### src/rtl/nap_alarm_ctrl.sv
// Nap alarm controller: schedules a wake time through an external BCD adder,
// normalises it to 24-hour time, rings on an exact match and handles
// stop / snooze / ring timeout.
module nap_alarm_ctrl #(
   parameter int unsigned SNOOZE_MIN = 5,
   parameter int unsigned RING_SEC   = 60,
   parameter int unsigned MAX_SNOOZE = 3
) (
   input  logic        clk,
   input  logic        rst,
   input  logic        tick_1s,
   input  logic [23:0] cur_time,
   input  logic [23:0] nap_time,
   input  logic        start,
   input  logic        stop,
   input  logic        snooze,
   output logic [23:0] add_a,
   output logic [23:0] add_b,
   input  logic [23:0] add_sum,
   output logic [23:0] wake_time,
   output logic [1:0]  state,
   output logic        alarm,
   output logic [3:0]  snooze_cnt,
   output logic        missed,
   output logic        err
);

   typedef enum logic [1:0] {
      ST_IDLE  = 2'd0,
      ST_CALC  = 2'd1,
      ST_ARMED = 2'd2,
      ST_RING  = 2'd3
   } state_t;

   localparam logic [23:0] SNOOZE_BCD = {8'h00, 4'(SNOOZE_MIN / 10), 4'(SNOOZE_MIN % 10), 8'h00};
   localparam logic [7:0]  RING_LAST  = 8'(RING_SEC - 1);
   localparam logic [3:0]  SNOOZE_MAX = 4'(MAX_SNOOZE);

   state_t      state_q, state_d;
   logic [23:0] add_a_q, add_a_d;
   logic [23:0] add_b_q, add_b_d;
   logic [23:0] wake_time_q, wake_time_d;
   logic [3:0]  snooze_cnt_q, snooze_cnt_d;
   logic        missed_q, missed_d;
   logic        err_q, err_d;
   logic [7:0]  ring_cnt_q, ring_cnt_d;

   logic        nap_ok;
   logic [7:0]  hbin;
   logic [7:0]  hadj;
   logic [3:0]  h10n;
   logic [3:0]  h1n;
   logic [23:0] norm_sum;

   // Nap duration validity: legal BCD digits, minutes/seconds < 60, hours < 24, non-zero
   always_comb begin
      nap_ok = (nap_time[19:16] <= 4'd9) &&
               (nap_time[15:12] <= 4'd5) &&
               (nap_time[11:8]  <= 4'd9) &&
               (nap_time[7:4]   <= 4'd5) &&
               (nap_time[3:0]   <= 4'd9) &&
               ((nap_time[23:20] < 4'd2) ||
                ((nap_time[23:20] == 4'd2) && (nap_time[19:16] <= 4'd3))) &&
               (nap_time != '0);
   end

   // Fold the unwrapped adder hour field (0..47) back into 0..23 and re-encode as BCD
   always_comb begin
      hbin = ({4'b0, add_sum[23:20]} * 8'd10) + {4'b0, add_sum[19:16]};
      hadj = (hbin >= 8'd24) ? (hbin - 8'd24) : hbin;
      h10n = 4'd0;
      h1n  = hadj[3:0];
      if (hadj >= 8'd20) begin
         h10n = 4'd2;
         h1n  = 4'(hadj - 8'd20);
      end else if (hadj >= 8'd10) begin
         h10n = 4'd1;
         h1n  = 4'(hadj - 8'd10);
      end
      norm_sum = {h10n, h1n, add_sum[15:0]};
   end

   // Next-state and register updates; stop outranks snooze outranks start/timeout
   always_comb begin
      state_d      = state_q;
      add_a_d      = add_a_q;
      add_b_d      = add_b_q;
      wake_time_d  = wake_time_q;
      snooze_cnt_d = snooze_cnt_q;
      missed_d     = missed_q;
      ring_cnt_d   = ring_cnt_q;
      err_d        = 1'b0;

      unique case (state_q)
         ST_IDLE: begin
            if (stop) begin
               state_d = ST_IDLE;
            end else if (start) begin
               if (nap_ok) begin
                  add_a_d      = cur_time;
                  add_b_d      = nap_time;
                  snooze_cnt_d = '0;
                  missed_d     = 1'b0;
                  state_d      = ST_CALC;
               end else begin
                  err_d = 1'b1;
               end
            end
         end
         ST_CALC: begin
            if (stop) begin
               state_d = ST_IDLE;
            end else begin
               wake_time_d = norm_sum;
               state_d     = ST_ARMED;
            end
         end
         ST_ARMED: begin
            if (stop) begin
               state_d = ST_IDLE;
            end else if (start) begin
               if (nap_ok) begin
                  add_a_d      = cur_time;
                  add_b_d      = nap_time;
                  snooze_cnt_d = '0;
                  missed_d     = 1'b0;
                  state_d      = ST_CALC;
               end else begin
                  err_d = 1'b1;
               end
            end else if (cur_time == wake_time_q) begin
               ring_cnt_d = '0;
               state_d    = ST_RING;
            end
         end
         ST_RING: begin
            if (stop) begin
               state_d = ST_IDLE;
            end else if (snooze && (snooze_cnt_q < SNOOZE_MAX)) begin
               add_a_d      = cur_time;
               add_b_d      = SNOOZE_BCD;
               snooze_cnt_d = snooze_cnt_q + 4'd1;
               state_d      = ST_CALC;
            end else if (tick_1s) begin
               ring_cnt_d = ring_cnt_q + 8'd1;
               if (ring_cnt_q == RING_LAST) begin
                  missed_d = 1'b1;
                  state_d  = ST_IDLE;
               end
            end
         end
         default: state_d = ST_IDLE;
      endcase
   end

   // State and data registers with synchronous reset
   always_ff @(posedge clk) begin
      if (rst) begin
         state_q      <= ST_IDLE;
         add_a_q      <= '0;
         add_b_q      <= '0;
         wake_time_q  <= '0;
         snooze_cnt_q <= '0;
         missed_q     <= 1'b0;
         err_q        <= 1'b0;
         ring_cnt_q   <= '0;
      end else begin
         state_q      <= state_d;
         add_a_q      <= add_a_d;
         add_b_q      <= add_b_d;
         wake_time_q  <= wake_time_d;
         snooze_cnt_q <= snooze_cnt_d;
         missed_q     <= missed_d;
         err_q        <= err_d;
         ring_cnt_q   <= ring_cnt_d;
      end
   end

   assign add_a      = add_a_q;
   assign add_b      = add_b_q;
   assign wake_time  = wake_time_q;
   assign state      = state_q;
   assign alarm      = (state_q == ST_RING);
   assign snooze_cnt = snooze_cnt_q;
   assign missed     = missed_q;
   assign err        = err_q;

endmodule

### config.mk
export PLATFORM = sky130hd
export DESIGN_NAME = nap_alarm_ctrl
export DESIGN_NICKNAME = d
export VERILOG_FILES = /design/src/rtl/nap_alarm_ctrl.sv
export SDC_FILE = /design/constraint.sdc
export NUM_CORES = 1
export LEC_CHECK = 0
export CAP_MARGIN = 15
export CORE_ASPECT_RATIO = 1.25
export CORE_MARGIN = 4
export CORE_UTILIZATION = 44
export DETAILED_ROUTE_END_ITERATION = 10
export GPL_ROUTABILITY_DRIVEN = 1
export PLACE_DENSITY = 0.83
export REMOVE_ABC_BUFFERS = 1
export SLEW_MARGIN = 10
export SYNTH_ARGS = -nofsm -noshare
export SYNTH_HDL_FRONTEND = slang
export SYNTH_SLANG_ARGS = --single-unit
### constraint.sdc
create_clock -name clk -period 6.3 [get_ports clk]
set_input_delay 1.575 -clock clk [delete_from_list [all_inputs] [get_ports clk]]
set_output_delay 1.575 -clock clk [all_outputs]
set_load 0.01 [all_outputs]
Word-level counts from Yosys, hierarchy flattened
Index checks and enable logic that the tools add are counted.
{"block": "classes", "add_sub_neg": 6, "multipliers": 1, "order_cmp": 11, "eq_ne": 21, "muxes": 51, "bitwise_logic": 3, "n_reduce_logical": 20}
{"cell": "2-to-1 mux 24 bit", "count": 10}
{"cell": "case mux 24 bit (2 select lines)", "count": 2}
{"cell": "2-to-1 mux 8 bit", "count": 7}
{"cell": "2-to-1 mux 4 bit", "count": 7}
{"cell": "== test 24 bit", "count": 1}
{"cell": "2-to-1 mux 2 bit", "count": 12}
{"cell": "nonzero test 24 bit", "count": 1}
{"cell": ">= comparator 8 x 5 -> 1 bit, second input constant", "count": 2}
{"cell": "case mux 8 bit (2 select lines)", "count": 1}
{"cell": "!= test 2 bit, second input constant", "count": 7}
{"cell": "<= comparator 4 bit, second input constant", "count": 3}
{"cell": "2-to-1 mux 1 bit", "count": 9}
{"cell": "adder 8 x 1 -> 8 bit, second input constant", "count": 1}
{"cell": "adder 8 x 4 -> 8 bit", "count": 1}
{"cell": "== test 8 x 6 -> 1 bit, second input constant", "count": 1}
{"cell": ">= comparator 8 x 4 -> 1 bit, second input constant", "count": 1}
{"cell": "<= comparator 4 x 3 -> 1 bit, second input constant", "count": 2}
{"cell": "logical AND 1 bit", "count": 8}
{"cell": "less-than comparator 4 x 2 -> 1 bit, second input constant", "count": 2}
{"cell": "!= test 2 x 1 -> 1 bit, second input constant", "count": 4}
{"cell": "case mux 2 bit (4 select lines)", "count": 1}
{"cell": "case mux 4 bit (2 select lines)", "count": 1}
{"cell": "AND reduction 8 bit", "count": 1}
{"cell": "subtractor 8 x 5 -> 8 bit, second input constant", "count": 1}
{"cell": "other kinds (23)", "count": 27}
{"block": "totals", "register_bits": 88, "inputBits": 78, "elab_cells": 121}

Longest topological paths before layout
Gate-level depths: netlist (run 1).
{"block": "logic_depth", "depth_word": 11, "ltp_mapped": 18, "mapped_depth_nobuf": 18}

Worst setup path before layout (run 1)
Ideal clock, no wire load.
{"block": "synth_path", "kind": "input to register", "startpoint": "input add_sum[21]", "endpoint": "register wake_time_q[19], in the netlist wake_time[19]", "arrival_time_ns": 5.250, "required_ns": 6.184, "setup_slack_ns": 0.933, "cell_stages": 18, "n_path_buf": 0, "cell_sequence": "ha_1 -> ha_1 -> fa_1 -> nand2_1 -> o21bai_1 -> mux2_4 -> a22oi_1 -> nand3_1 -> xnor2_1 -> inv_1 -> ha_1 -> inv_1 -> o31ai_1 -> a21oi_1 -> mux2i_1 -> o21a_1 -> a2111o_1 -> a41o_1"}
{"block": "synth_between", "elab_chain_len": 7}
{"element": "from (decl)", "line_no": "19", "rtl": "input logic [23:0] add_sum,"}
{"element": "multiplier 4 x 3 -> 7 bit (*)", "line_no": "69", "rtl": "hbin = ({4'b0, add_sum[23:20]} * 8'd10) + {4'b0, add_sum[19:16]};"}
{"element": "adder 8 x 4 -> 8 bit (*)", "line_no": "69"}
{"element": "subtractor 8 x 5 -> 8 bit / >= comparator 8 x 5 -> 1 bit (equally long branches)", "line_no": "70", "rtl": "hadj = (hbin >= 8'd24) ? (hbin - 8'd24) : hbin;"}
{"element": "2-to-1 mux 8 bit (*)", "line_no": "70"}
{"element": ">= comparator 8 x 4 -> 1 bit / subtractor 4 bit (equally long branches)", "line_no": "76, 78"}
{"element": "2-to-1 mux 4 bit", "line_no": "76", "rtl": "end else if (hadj >= 8'd10) begin"}
{"element": "2-to-1 mux 4 bit (*)", "line_no": "73", "rtl": "if (hadj >= 8'd20) begin"}
{"element": "to (signal assigned)", "line_no": "171", "rtl": "wake_time_q <= wake_time_d;"}
{"element": "to (decl)", "line_no": "42", "rtl": "logic [23:0] wake_time_q, wake_time_d;"}
Mark *: on every way between the ends. The rest lies on a longest branch, timed or not.
A chain may end at the register's enable or synchronous reset.

Worst setup path after layout (run 1)
{"block": "layout_path", "startpoint": "input add_sum[23]", "endpoint": "register wake_time_q[19], in the netlist wake_time[19]"}
Same word-level chain as after synthesis.

==> metrics.md, run 1 <==
| Metric | Value |
|---|---|
| CP Buf/Inv Count | `3` |
| Cells on worst reg2reg path | `6` |
| Cells after Synth | `524` |
| Post-DP HPWL | `a little under 10 mm` |
| Max Fclk | `0.168 GHz` |
| Drt total wl | `13.5 mm` |
| Router iterations before antenna repair | `4` |
| Hold crit path type | `register to register` |
| Final setup violating endpoints | `0` |
| Gr usage total | `a little under a quarter` |
| DP Area | `about 0.0059 mm²` |
| Htree depth | `3` |
| Core Util, Final | `about two thirds` |
| Area Overhead vs Synth | `47.0%` |
| Max_cap viols | `0` |
| IO Count | `roughly 160` |
| Root buffer cell | `clkbuf_16` |
| CTS buffer count | `9` |
| CP delay by family, top | `compound AO/OA/AOI/OAI gates` |
| Final Hold Fails | `0` |
| First-pass GRT wire length | `around 21 mm` |
| Crit share post-route | `94.6%` |
| Cell area after layout | `slightly above 0.006 mm²` |
| Largest net degree at the start of global routing | `78` |
| Worst-path clk slew | `0.06 ns` |
| Net count, final | `~760` |
| Starting DRT DRC Count | `approximately 280` |
| Tightest Pin Transition | `between 1 and 1.5 ns` |
| Drt drc | `0` |
| Crit path kind | `input pin to register` |
| Vias per cell | `~5.5` |
| WL/cell | `around 17 µm` |
| Top-area cell type share of the netlist area | `40.9%` |
| VDD IR max | `about 0.00013 V` |
| Post-CTS Setup Bufs | `0` |
| Antenna Nets Post-Route | `0` |
| Starting Density | `between 40 and 50%` |
| Largest cells by area after synthesis | `dfxtp_1, a21oi_1, nand2_1, nand3_1, xnor2_1` |
| CTS tree | `built` |
| Seq/Total Area, Yosys | `roughly two fifths` |
| Cell leakage power | `about 2.2 nW` |
| Core box area | `roughly 0.0092 mm²` |
| Initial antenna violation count | `0` |
| Count of final max-slew check failures | `0` |
| FILL cells | `727` |
| Unrepaired setup endpoints after global routing | `no` |
| Die area | `0.0112 mm²` |
| Clk_lat worst skew | `~0.33 ns` |
| CP max stage delay | `between 0.5 and 0.6 ns` |
| GRT overflow | `0` |
| Post-synthesis async set-or-reset flop share | `0%` |
| WP data required | `6.53 ns` |
| Slew margin rel. | `between 20 and 25%` |
| CP Capture Type | `register` |
| Most numerous cell in the Yosys netlist | `nand2_1` |
| WP data arrival | `between 6 and 7 ns` |
| Number of port buffers | `156` |
| Pwr Total | `~1.3 mW` |
| Minimum clock period | `approximately 6.0 ns` |
| Outcome | `completed` |
| Setup WS pre-CTS | `-0.0453 ns` |
| PwrDens | `between 200 and 250 mW/mm²` |
| Setup TNS | `0 ns` |
| Fraction of layout cells with a size suffix above 1 | `roughly 4.5%` |
| CP max stage cell | `clkdlybuf4s50_1` |
| Post-synthesis area per instance | `8.04 µm²` |
| Startpoint types | `input pin` |
| Diodes inserted | `0` |
| Crit Path Max Fanout | `5` |
| Vias in the first global route | `between 4,000 and 5,000` |
| Number of flops mapped to enable cells by yosys | `0` |
| Instance count on the critical path | `19` |
| Post-Syn Area | `approximately 0.0042 mm²` |
| #FFs+latches synth | `86` |
| Rows | `39` |
| Setup ws final | `between 0.3 and 0.4 ns` |
| Ys flop type | `dfxtp_1` |
| Max clock buf depth | `2` |
| Vias after detailed routing | `roughly 4,400` |
| Die height | `between 100 and 150 µm` |
| Ys Warns | `0` |
| Most Frequent Cell on Critical Path | `ha_1` |
| Synth area leader | `dfxtp_1` |
| Reg2reg setup slack | `between 3 and 4 ns` |
| Sink Count | `between 80 and 90` |
| Post-synth top cells | `nand2_1, dfxtp_1, a21oi_1` |
| Crit-path cells | `clkdlybuf4s50_1 -> ha_1 -> ha_1 -> fa_1 -> nand2_1 -> o21bai_1 -> mux2_4 -> a22oi_1 -> nand3_1 -> xnor2_1 -> inv_1 -> ha_1 -> inv_1 -> o31ai_1 -> a21oi_1 -> mux2i_1 -> o21a_1 -> a2111o_1 -> a41o_1` |
| Distinct cells, synth | `53` |
| Die W | `95.5 µm` |
| Hold Crit Depth | `2` |
| Final GP Congestion | `roughly 0.83` |
| Skew final | `0.00679 ns` |
[repair_timing]
item | 4_1_cts | 5_1_grt
gates resized for setup | 0 | 1
setup endpoints to repair | 0 | 1
hold buffers | 0 | 0
[per-layer routing]
metal	up-vias	GRT usage (%)	routed length, µm
met1	2090	27.3	5270
met2	184	40.8	6930
met3	24	5.25	1070
li1	2110	-	-
met5	-	0	0
met4	0	7.56	206
[final timing paths]
check	start	endpoint
worst max-delay path	add_sum[23]	wake_time[19]
worst min-delay path	add_b[14]	add_b[14]
worst max register to register	snooze_cnt[0]	add_a[4]
worst min register to register	add_b[14]	add_b[14]
[flip-flops by register name, summed over array words and instances, names as in the netlist]
register	count
add_a	24
add_b	24
err	1
missed	1
ring_cnt_q	8
snooze_cnt	4
state	2
wake_time	22
[cell type report]
type / instances / area (µm²) / share of cell area (%)
flip-flops and latches: 86 / 1720 / 27.8
well taps: 123 / 154 / 2.48
inverters: 15 / 56.3 / 0.909
repair buffers: 162 / 1600 / 25.9
clock buffers: 14 / 284 / 4.59
clock inverters: 2 / 37.5 / 0.606
multi-input cells: 394 / 2340 / 37.8
[stage by stage]
| stage | std cells | hold WS (ns) |
|---|---|---|
| CTS | 795 | 0.470 |
| floorplan | 495 | 0.472 |
| global route | 796 | 0.488 |
| detailed placement | 779 | 0.462 |
| finish | 796 | 0.469 |
| global placement | 779 | 0.450 |
[power breakdown]
part	switching (mW)	internal [mW]
logic	0.130	0.113
registers	0.000279	0.544
clock network	0.207	0.351
total	0.337	1.01
[cell families after synthesis]
logic type                 share of synthesized area, %
AOI/OAI and AO/OA                                  15.7
xor gates and xnor gates                           7.69
adders and majority gates                          5.70
buffers and inverters                              4.19
DFF                                                40.9
muxes                                              1.07
other                                            0.0890
and+or+nand+nor                                    24.7
[cell usage in the layout (no fill, tap or decap), types with 2 or more instances in the layout]
master,count
inv_1,15
clkdlybuf4s50_1,155
nor4_1,9
mux2i_1,3
o21ai_0,8
dfxtp_1,86
clkbuf_8,4
nand3_1,54
nand4_1,9
a221o_1,2
nor3_1,5
buf_4,6
nor4b_1,2
nand2_1,96
nor2_1,21
a31oi_1,2
fa_1,2
and3_1,5
nor3_2,2
a21oi_1,73
xnor2_1,26
and2_1,4
conb_1,2
nand3_2,2
xor2_1,11
a22oi_1,5
o31ai_1,2
ha_1,16
a21o_1,2
clkbuf_16,9
nor3b_1,5
[worst reg2reg max path, stage by stage, from the launching register on]
cell,delay (ns)
dfxtp_1,0.34
ha_1,0.21
nor4b_1,0.67
nand3_2,0.16
nand2_1,0.89
nand2_1,0.15
a21oi_1,0.20
(Power assumes the default switching activity.)
==> run 2, diff against run 1 <==
--- a/config.mk
+++ b/config.mk
@@ -7,8 +7,8 @@
 export LEC_CHECK = 0
 export CAP_MARGIN = 15
 export CORE_ASPECT_RATIO = 1.25
-export CORE_MARGIN = 4
 export CORE_UTILIZATION = 44
+export CTS_CLUSTER_DIAMETER = 40
 export DETAILED_ROUTE_END_ITERATION = 10
 export GPL_ROUTABILITY_DRIVEN = 1
 export PLACE_DENSITY = 0.83
==> run 2 against run 1 <==
  * Global-route usage grew 2.9 points
  * Critical endpoint unchanged
  * Sequential share of layout area grew 0.056 points
  * Cell count shrank 0.13%
  * Combinational power is essentially flat
  * Die area shrank 11%
  * Worst hold slack lost 0.0086 ns
  * Via count is essentially flat
  * Cell area shrank 0.20%
  * Maximum frequency grew 2.0%
  * Power shrank 1.9%
==> metrics.md, run 2 (synthesis gave the netlist of run 1 again) <==
| Metric | Value |
|---|---|
| CTS buffer count | `9 (unchanged)` |
| Post-DP HPWL | `9.18 mm (-6.2%)` |
| Hold crit path type | `register to register` |
| Most common cell after layout, fill and taps aside | `clkdlybuf4s50_1` |
| Final setup violating endpoints | `0 (unchanged)` |
| Starting Density | `45.7% (unchanged)` |
| Largest net degree at the start of global routing | `78 (unchanged)` |
| Final GP Congestion | `0.888 (+7.2%)` |
| Fin cells | `795 (-0.13%)` |
| Final Hold Fails | `0 (unchanged)` |
| Count of final max-slew check failures | `0 (unchanged)` |
| VDD IR max | `0.000114 V (-8.6%)` |
| Clk_lat worst skew | `0.34 ns (about the same)` |
| Crit Path Max Fanout | `5 (unchanged)` |
| CP Capture Type | `register` |
| Worst-path clk slew | `0.06 ns (about the same)` |
| Crit share post-route | `92.7% (-1.8 points)` |
| Drt drc | `0 (unchanged)` |
| Vias in the first global route | `4,299 (+0.84%)` |
| Startpoint types | `input pin` |
| Max clock buf depth | `2 (unchanged)` |
| FILL cells | `726 (-0.14%)` |
| Skew final | `0.00661 ns (-0.000177 ns)` |
| Antenna Nets Post-Route | `0 (unchanged)` |
| Net count, final | `763 (-0.13%)` |
| Max Fclk | `0.171 GHz (+2.0%)` |
| Placed Cells | `779 (unchanged)` |
| Crit path launch | `add_sum[23]` |
| Area Overhead vs Synth | `46.7%` |
| CTS tree | `built` |
| Setup TNS | `0 ns (unchanged)` |
| Fraction of layout cells with a size suffix above 1 | `4.32% (-0.14 points)` |
| Htree depth | `3 (unchanged)` |
| Die height | `111 µm (-5.1%)` |
| Starting DRT DRC Count | `249 (-9.5%)` |
| Rows | `39 (unchanged)` |
| Drt total wl | `12.8 mm (-4.8%)` |
| IO Count | `159 (unchanged)` |
| Router iterations before antenna repair | `4 (unchanged)` |
| Worst hold slack | `0.461 ns (-0.00856 ns)` |
| Root buffer cell | `clkbuf_16` |
| WL/cell | `16.1 µm (-4.7%)` |
| Cell leakage power | `2.16 nW (-0.51%)` |
| Slew margin rel. | `26.7% (+4.3 points)` |
| PwrDens | `214 mW/mm² (-1.7%)` |
| Max_cap viols | `0 (unchanged)` |
| First-pass GRT wire length | `20.3 mm (-2.8%)` |
| Die W | `89.5 µm (-6.3%)` |
| Tightest Pin Transition | `1.10 ns (-0.0640 ns)` |
| Outcome | `completed` |
| Core box area | `0.00922 mm² (unchanged)` |
| Vias after detailed routing | `4,407 (-0.023%)` |
| WP data required | `6.53 ns (about the same)` |
| Sink Count | `86 (unchanged)` |
| Minimum clock period | `5.84 ns (-0.116 ns)` |
| Vias per cell | `5.54 (+0.10%)` |
| Most frequent cells in the layout | `clkdlybuf4s50_1, nand2_1, dfxtp_1` |
| Initial antenna violation count | `0 (unchanged)` |
| Hold Startpoint | `add_a[22]` |
| Crit path kind | `input pin to register` |
| Die area | `0.00997 mm² (-11%)` |
| Gr usage total | `26.1% (+2.9 points)` |
| GRT overflow | `0 (unchanged)` |
| Unrepaired setup endpoints after global routing | `no` |
| Reg2reg start | `snooze_cnt[0]` |
| WP data arrival | `6.07 ns (-0.11 ns)` |
| Number of port buffers | `156 (unchanged)` |
| Pwr Total | `1.32 mW (-1.9%)` |
| Diodes inserted | `0 (unchanged)` |
==> run 2: final cells by class <==
type	count	area, µm²	share of cell area, %
sequential	86	1720	27.9
multi-input combinational	394	2350	38.1
timing repair buffer	161	1590	25.8
tap	123	154	2.49
inverter	15	56.3	0.911
clock buffer	13	260	4.21
clock inverter	3	42.5	0.688
==> run 2: per-layer routing <==
| metal | up-vias | track usage [%] | share of wire (%) |
|---|---|---|---|
| li1 | 2118 | - | - |
| met1 | 2075 | 29.8 | 40 |
| met2 | 184 | 46.4 | 51 |
| met3 | 30 | 4.82 | 6.5 |
| met4 | 0 | 11.0 | 2.9 |
| met5 | - | 0 | 0 |
==> run 2: worst max-delay path, cell delays in order <==
cell and delay (ns):
clkdlybuf4s50_1 0.61, ha_1 0.30, ha_1 0.20, fa_1 0.51
nand2_1 0.07, o21bai_1 0.18, mux2_4 0.29, a22oi_1 0.27
nand3_1 0.20, xnor2_2 0.24, inv_1 0.09, ha_1 0.19
inv_1 0.05, o31ai_1 0.09, a21oi_1 0.23, mux2i_1 0.13
o21a_1 0.23, a2111o_1 0.38, a41o_1 0.22
==> run 2: power by group <==
group	switching, mW	internal (mW)
combinational	0.130	0.114
sequential	0.000238	0.544
clock	0.203	0.328
==> run 2: final timing paths <==
kind              slack (ns)  cells past startpoint            end
setup / recovery        0.46                     19  wake_time[19]
setup reg to reg        3.39                      7      add_a[15]
hold / removal          0.46                      2      add_a[22]
hold reg to reg         0.46                      2      add_a[22]
==> run 2: through the flow <==
step | util [%] | setup slack, ns | instance area, µm²
3_5_place_dp | 63.6 | -0.0122 | 5860
3_3_place_gp | 63.6 | 0.352 | 5860
2_1_floorplan | - | 0.935 | 4100
4_1_cts | 66.9 | 0.310 | 6170
6_report | 67.0 | 0.459 | 6180
5_1_grt | 67.0 | 0.0982 | 6180
==> run 2: timing repair <==
action	4_1_cts	5_1_grt
hold buffers	0	0
endpoints found under the setup margin	0	3
buffers inserted	0	0
gates resized for setup	0	2
==> run 3, diff against run 2 <==
--- a/config.mk
+++ b/config.mk
@@ -13,6 +13,7 @@
 export GPL_ROUTABILITY_DRIVEN = 1
 export PLACE_DENSITY = 0.83
 export REMOVE_ABC_BUFFERS = 1
+export SKIP_LAST_GASP = 1
 export SLEW_MARGIN = 10
 export SYNTH_ARGS = -nofsm -noshare
 export SYNTH_HDL_FRONTEND = slang
==> results of run 3 <==
The final DEF is identical to that of run 2; final timing and power are the same.
